[config.mk]
export PLATFORM = sky130hd
export DESIGN_NAME = fetch_unit_flat
export DESIGN_NICKNAME = d
export VERILOG_FILES = /design/src/rtl/fetch_unit_pkg.sv /design/src/rtl/fetch_unit_if.sv /design/src/rtl/fetch_unit_fetch_queue.sv /design/src/rtl/fetch_unit.sv /design/src/flat_wrapper.sv
export SDC_FILE = /design/constraint.sdc
export NUM_CORES = 1
export LEC_CHECK = 0
export ABC_AREA = 1
export CAP_MARGIN = 20
export CORE_MARGIN = 3
export CORE_UTILIZATION = 46
export DETAILED_ROUTE_END_ITERATION = 12
export PLACE_DENSITY_LB_ADDON = 0.2
export SYNTH_ARGS = -nofsm -noshare
export SYNTH_HDL_FRONTEND = slang
export SYNTH_SLANG_ARGS = --single-unit
[constraint.sdc]
create_clock -name clk -period 2.3 [get_ports clk]
set_clock_uncertainty 0.2 [all_clocks]
set_input_delay 0.69 -clock clk [delete_from_list [all_inputs] [get_ports clk]]
set_output_delay 0.69 -clock clk [all_outputs]
set_load 0.02 [all_outputs]
[src/rtl/fetch_unit_pkg.sv]
// Shared types and constants for the fetch stage: widths, PC step, the
// default reset PC and the entry format stored in the fetch queue.
package fetch_unit_pkg;

  localparam int INSTR_W = 32;
  localparam int PC_W    = 32;

  localparam logic [PC_W-1:0] PC_INC           = 32'd4;
  localparam logic [PC_W-1:0] DEFAULT_RESET_PC = 32'h0000_0000;

  // One fetched instruction together with the address it came from.
  typedef struct packed {
    logic [PC_W-1:0]    pc;
    logic [INSTR_W-1:0] instruction;
  } fetch_entry_t;

  // Force a byte address onto a word boundary.
  function automatic logic [PC_W-1:0] align_pc(input logic [PC_W-1:0] addr);
    return addr & ~PC_W'(3);
  endfunction

endpackage

[src/rtl/fetch_unit_if.sv]
// Fetch-to-decode handshake. The fetch stage is the master (drives the
// head entry and its valid), decode is the slave (drives ready).
interface fetch_unit_if;
  import fetch_unit_pkg::*;

  logic               fetch_valid;
  logic               fetch_ready;
  logic [INSTR_W-1:0] fetch_instruction;
  logic [PC_W-1:0]    fetch_pc;

  modport master (
    output fetch_valid,
    output fetch_instruction,
    output fetch_pc,
    input  fetch_ready
  );

  modport slave (
    input  fetch_valid,
    input  fetch_instruction,
    input  fetch_pc,
    output fetch_ready
  );

endinterface

[src/rtl/fetch_unit_fetch_queue.sv]
// Small synchronous FIFO of fetch entries. Head entry is presented
// combinationally; flush empties the queue and takes priority over
// push and pop in the same cycle.
module fetch_queue
  import fetch_unit_pkg::*;
#(
  parameter  int DEPTH  = 2,
  localparam int PTR_W  = $clog2(DEPTH),
  localparam int QCNT_W = PTR_W + 1
) (
  input  logic              clk,
  input  logic              reset,
  input  logic              push,
  input  logic              pop,
  input  logic              flush,
  input  fetch_entry_t      din,
  output fetch_entry_t      dout,
  output logic [QCNT_W-1:0] count,
  output logic              full,
  output logic              empty
);

  fetch_entry_t      mem_q [DEPTH];
  fetch_entry_t      mem_d [DEPTH];
  logic [PTR_W-1:0]  wr_ptr_q, wr_ptr_d;
  logic [PTR_W-1:0]  rd_ptr_q, rd_ptr_d;
  logic [QCNT_W-1:0] count_q, count_d;
  logic              push_ok, pop_ok;

  assign full  = (count_q == QCNT_W'(DEPTH));
  assign empty = (count_q == '0);
  assign count = count_q;
  assign dout  = mem_q[rd_ptr_q];

  // Next-state for storage, pointers and occupancy.
  always_comb begin
    // NOTE: every variable gets a default before any branch so no path
    // leaves it unassigned, which would otherwise infer a latch.
    mem_d    = mem_q;
    wr_ptr_d = wr_ptr_q;
    rd_ptr_d = rd_ptr_q;
    count_d  = count_q;
    pop_ok   = pop & ~empty;
    push_ok  = push & (~full | pop_ok);

    if (flush) begin
      wr_ptr_d = '0;
      rd_ptr_d = '0;
      count_d  = '0;
    end else begin
      if (push_ok) begin
        mem_d[wr_ptr_q] = din;
        wr_ptr_d        = wr_ptr_q + PTR_W'(1);
      end
      if (pop_ok) begin
        rd_ptr_d = rd_ptr_q + PTR_W'(1);
      end
      count_d = count_q + QCNT_W'(push_ok) - QCNT_W'(pop_ok);
    end
  end

  // State registers with synchronous reset.
  always_ff @(posedge clk) begin
    // NOTE: sequential state uses non-blocking assignments so every flop
    // samples its pre-edge value regardless of statement order.
    if (reset) begin
      wr_ptr_q <= '0;
      rd_ptr_q <= '0;
      count_q  <= '0;
      // NOTE: the storage is reset too because the head entry is visible on
      // the outputs straight out of reset and must read as zero, not X.
      for (int i = 0; i < DEPTH; i++) begin
        mem_q[i] <= '0;
      end
    end else begin
      wr_ptr_q <= wr_ptr_d;
      rd_ptr_q <= rd_ptr_d;
      count_q  <= count_d;
      mem_q    <= mem_d;
    end
  end

endmodule

[src/rtl/fetch_unit.sv]
// Program counter and fetch stage. Drives the instruction memory address,
// captures {pc, instruction} into the fetch queue, and flushes/reloads on a
// control-flow redirect. Also counts every instruction pushed.
module fetch_unit
  import fetch_unit_pkg::*;
#(
  parameter logic [PC_W-1:0] RESET_PC   = DEFAULT_RESET_PC,
  parameter int              FIFO_DEPTH = 2,
  parameter int              CNT_W      = 32
) (
  input  logic               clk,
  input  logic               reset,
  output logic [PC_W-1:0]    program_counter,
  input  logic [INSTR_W-1:0] instruction_in,
  input  logic               halt,
  input  logic               redirect_valid,
  input  logic [PC_W-1:0]    redirect_target,
  fetch_unit_if.master       fetch_if,
  output logic [CNT_W-1:0]   fetched_count
);

  localparam int QCNT_W = $clog2(FIFO_DEPTH) + 1;

  logic [PC_W-1:0]   pc_q, pc_d;
  logic [CNT_W-1:0]  fetched_count_q, fetched_count_d;
  logic              push, pop;
  logic              q_full, q_empty;
  logic [QCNT_W-1:0] q_count;
  fetch_entry_t      q_din, q_dout;

  // Low target bits are dropped by alignment; occupancy is summarised by full/empty.
  logic unused_ok;
  assign unused_ok = ^{redirect_target[1:0], q_count};

  assign program_counter            = pc_q;
  assign fetched_count              = fetched_count_q;
  assign fetch_if.fetch_valid       = ~q_empty;
  assign fetch_if.fetch_instruction = q_dout.instruction;
  assign fetch_if.fetch_pc          = q_dout.pc;

  // Handshake, push decision and next PC / counter; redirect wins over all.
  always_comb begin
    pop             = ~q_empty & fetch_if.fetch_ready;
    push            = ~halt & ~redirect_valid & (~q_full | pop);
    q_din.pc          = pc_q;
    q_din.instruction = instruction_in;
    pc_d            = pc_q;
    fetched_count_d = fetched_count_q;

    if (redirect_valid) begin
      pc_d = align_pc(redirect_target);
    end else if (push) begin
      pc_d            = pc_q + PC_INC;
      fetched_count_d = fetched_count_q + CNT_W'(1);
    end
  end

  // PC and performance counter registers.
  always_ff @(posedge clk) begin
    if (reset) begin
      pc_q            <= RESET_PC;
      fetched_count_q <= '0;
    end else begin
      pc_q            <= pc_d;
      fetched_count_q <= fetched_count_d;
    end
  end

  fetch_queue #(
    .DEPTH (FIFO_DEPTH)
  ) u_fetch_queue (
    .clk   (clk),
    .reset (reset),
    .push  (push),
    .pop   (pop),
    .flush (redirect_valid),
    .din   (q_din),
    .dout  (q_dout),
    .count (q_count),
    .full  (q_full),
    .empty (q_empty)
  );

endmodule

[src/flat_wrapper.sv]
// flat-port wrapper written by rule: the top's interface ports become plain ports
module fetch_unit_flat import fetch_unit_pkg::*;
#(
  parameter logic [PC_W-1:0] RESET_PC   = DEFAULT_RESET_PC,
  parameter int              FIFO_DEPTH = 2,
  parameter int              CNT_W      = 32
)
  (clk, reset, program_counter, instruction_in, halt, redirect_valid, redirect_target, fetched_count, fetch_if_fetch_valid, fetch_if_fetch_instruction, fetch_if_fetch_pc, fetch_if_fetch_ready);
  fetch_unit_if fetch_if_i ();
  input  logic clk;
  input  logic reset;
  output logic [PC_W-1:0] program_counter;
  input  logic [INSTR_W-1:0] instruction_in;
  input  logic halt;
  input  logic redirect_valid;
  input  logic [PC_W-1:0] redirect_target;
  output logic [CNT_W-1:0] fetched_count;
  output wire logic [$bits(fetch_if_i.fetch_valid)-1:0] fetch_if_fetch_valid;
  output wire logic [$bits(fetch_if_i.fetch_instruction)-1:0] fetch_if_fetch_instruction;
  output wire logic [$bits(fetch_if_i.fetch_pc)-1:0] fetch_if_fetch_pc;
  input wire logic [$bits(fetch_if_i.fetch_ready)-1:0] fetch_if_fetch_ready;
  assign fetch_if_fetch_valid = fetch_if_i.fetch_valid;
  assign fetch_if_fetch_instruction = fetch_if_i.fetch_instruction;
  assign fetch_if_fetch_pc = fetch_if_i.fetch_pc;
  assign fetch_if_i.fetch_ready = fetch_if_fetch_ready;
  fetch_unit #(.RESET_PC(RESET_PC), .FIFO_DEPTH(FIFO_DEPTH), .CNT_W(CNT_W)) u_core (.clk(clk), .reset(reset), .program_counter(program_counter), .instruction_in(instruction_in), .halt(halt), .redirect_valid(redirect_valid), .redirect_target(redirect_target), .fetch_if(fetch_if_i), .fetched_count(fetched_count));
endmodule
==> results.json <==
{
  "p_switching_uw": 2090,
  "wire_per_inst_microns": 13.7,
  "die_x_microns": 146,
  "fin_util_pct": 63.1,
  "crit_type": "reg2out",
  "fillers": 1841,
  "powerDensity_mw_per_mm2": 620,
  "min_path_type": "reg2reg",
  "drt-initial-drc-count": 460,
  "violations": "negative setup slack",
  "io_pins": 198,
  "floorplan.initialDensity_pct": 47.5,
  "yosysUniqueCellTypes": 35,
  "io_buffers": 191,
  "async_reset_ff_share_pct": 0,
  "drtPass1Iterations": 5,
  "hold_violations": 0,
  "ir_drop_uv": 537,
  "dieArea_sq_mm": 0.0213,
  "multi_input_area_sq_mm": 0.00434,
  "grt_antenna_before_repair": 0,
  "synth_area_sq_mm": 0.00901,
  "holdBufCountCts": 0,
  "cp_slowest_stage_delay_ns": 0.41,
  "yosys_warnings": 0,
  "clk_latency_ns": 0.44,
  "syn2layout_area_growth_pct": 32.8,
  "dpl_worst_slack_ns": -0.324,
  "hpwl_mm": 17.7,
  "status": "complete, but fails checks",
  "clk_pin_slew_ns": 0.07,
  "fin_crit_ns": 2.34,
  "p_int_uw": 5330,
  "tns_ns": -0.172,
  "yosys_most_used_dff": "dfxtp_1",
  "worst-path-stages": 4,
  "rsz0062_at_grt": "true",
  "critical_path.top_delay_family": "flip-flops",
  "clockRootBuffer": "clkbuf_16",
  "drt_wl_total_mm": 25.1,
  "ant_nets": 0,
  "seqPwrFrac_pct": 46.9,
  "clock_sinks": 190,
  "rows": 50,
  "dp_cells": 1801,
  "grt_pass1_wl_mm": 41.6,
  "sw_frac_of_total_pct": 28.1,
  "maxCapViolCount": 0,
  "required_ns": 1.41,
  "drc_errors": 0,
  "h-tree-depth": 4,
  "rr_worst_depth": 8,
  "grt_max_degree": 67,
  "hold_depth": 2,
  "setup_ws_ns": -0.0407,
  "yosysSeqAreaShare_pct": 42.2,
  "synth_area_per_cell_sq_um": 6.66,
  "final_cells": 1835,
  "overflow": 0,
  "synth-seq-cells": 190,
  "critPathBufInv": 2,
  "cp_max_fo": 40,
  "setup_violations": 10,
  "core-area_sq_mm": 0.0190,
  "seq_area_sq_mm": 0.00381,
  "comb_power_share_pct": 13.9,
  "numCtsBuffers": 17,
  "synth_enable_flop_cells": 0,
  "insertedDiodeCount": 0,
  "chipHeight_microns": 146,
  "leakage_uw": 0.00520,
  "crit_arrival_ns": 1.45,
  "drive_gt1_share_pct": 12.8,
  "syn_inst": 1353,
  "cts_buffer_depth": 2,
  "startpoint_type": "flip-flop",
  "grt_pass1_vias": 8337,
  "drv_slew": 0,
  "tritoncts": "done",
  "nets": 1635,
  "p_clk_share_pct": 39.2,
  "place_congestion": 0.887,
  "critPathSlowestCell": "dfxtp_4",
  "path_cells": "buf_12, nand2_1, o21ai_1, buf_4",
  "cp-end-kind": "output port",
  "vias_per_cell": 5.02,
  "track_usage_pct": 23.4,
  "period_share_pct": 102,
  "via_count": 9219,
  "fmax_mhz": 427
}
## cell usage in the layout (no fill, tap or decap), drive strengths merged, types with 7 or more instances in the layout
| cell | n |
|---|---|
| dfxtp | 190 |
| dlygate4sd2 | 53 |
| buf | 131 |
| xor2 | 10 |
| nor2 | 202 |
| nand2 | 295 |
| inv | 160 |
| clkdlybuf4s50 | 68 |
| o21ai | 215 |
| nand4 | 7 |
| dlymetal6s2s | 7 |
| a21oi | 123 |
| nand3 | 52 |
| clkbuf | 19 |
## per-layer routing
layer  routed length, microns  track usage, %  up-vias
met5                        0               0        -
met4                      348            6.89        0
met3                     1640            4.52       22
met2                    11500            37.7      296
met1                    11600            31.9     4167
li1                         -               -     4734
## tightest hold or removal path, cell delays in order, from the launching register on
cell	delay (ns)
dfxtp_1	0.30
inv_1	0.05
a21oi_1	0.05
## power groups by stage
stage	clock network [uW]	logic (uW)	registers, uW
floorplan	0	482	3600
global placement	0	1070	3550
detailed placement	0	1080	3550
CTS	2980	1020	3480
global route	3110	1140	3490
finish	2910	1030	3480
## final cells by class
cell class | count | area share [%]
clock buffer | 18 | 3.67
multi-input combinational | 940 | 36.3
tap | 260 | 2.72
inverter | 153 | 4.83
timing repair buffer | 260 | 19.5
sequential | 190 | 31.8
clock inverter | 14 | 1.19
## cell usage after synthesis (3+ instances only)
| cell type | instances | area (sq um) |
|---|---|---|
| nand2_1 | 289 | 1080 |
| o21ai_0 | 210 | 1050 |
| dfxtp_1 | 190 | 3800 |
| nor2_1 | 185 | 694 |
| inv_1 | 150 | 563 |
| a21oi_1 | 123 | 616 |
| nand3_1 | 51 | 255 |
| clkbuf_1 | 44 | 165 |
| buf_2 | 24 | 120 |
| xor2_1 | 10 | 87.6 |
| nor2_4 | 9 | 101 |
| nor2_2 | 8 | 50.1 |
| nand4_1 | 7 | 43.8 |
| nand2_2 | 5 | 31.3 |
| nor3_1 | 5 | 25.0 |
| o21ai_1 | 5 | 25.0 |
| and2_1 | 4 | 25.0 |
| buf_4 | 4 | 30.0 |
| ha_1 | 4 | 50.1 |
| or2_2 | 4 | 25.0 |
| a31oi_1 | 3 | 18.8 |
## kinds of logic after synthesis
| group | share of synthesized area, % |
|---|---|
| buffers and inverters | 9.95 |
| other | 0.0416 |
| AO/OA/AOI/OAI | 19.7 |
| XOR/XNOR | 1.17 |
| flip-flops | 42.2 |
| AND/OR/NAND/NOR | 26.4 |
| adder cells (fa/ha/maj) | 0.556 |
## timing repair
action / CTS / global route
endpoints found under the setup margin: 116 / 67
buffers inserted: 1 / 0
gates resized for setup: 411 / 48
hold endpoints to repair: 0 / 0
cloned: 0 / 1
## state kept, by name, indices dropped and copies added, names as in the netlist
signal and flops:
u_core.fetched_count 32, u_core.program_counter 30, u_core.u_fetch_queue.count 2, u_core.u_fetch_queue.mem_q 124, u_core.u_fetch_queue.wr_ptr_q 1, u_core.u_fetch_queue.rd_ptr_q 1
## through the flow
stage | hold WS, ns | cell area (sq um) | total power, uW
3_5_place_dp | 0.237 | 11600 | 4630
5_1_grt | 0.261 | 12000 | 7730
2_1_floorplan | 0.224 | 9020 | 4080
3_3_place_gp | 0.231 | 11600 | 4620
6_report | 0.247 | 12000 | 7420
4_1_cts | 0.248 | 11900 | 7470
## path summary, 6_finish.rpt
check	startpoint	to	slack, ns
max	u_core.u_fetch_queue.rd_ptr_q$_SDFFE_PP0N_	fetch_if_fetch_pc[25]	-0.04
min	u_core.u_fetch_queue.mem_q[65]$_SDFFE_PP0P_	u_core.u_fetch_queue.mem_q[65]$_SDFFE_PP0P_	0.25
max reg2reg	u_core.u_fetch_queue.count[1]$_SDFF_PP0_	u_core.u_fetch_queue.count[1]$_SDFF_PP0_	0.35
min reg2reg	u_core.u_fetch_queue.mem_q[65]$_SDFFE_PP0P_	u_core.u_fetch_queue.mem_q[65]$_SDFFE_PP0P_	0.25
(Power assumes the default switching activity.)
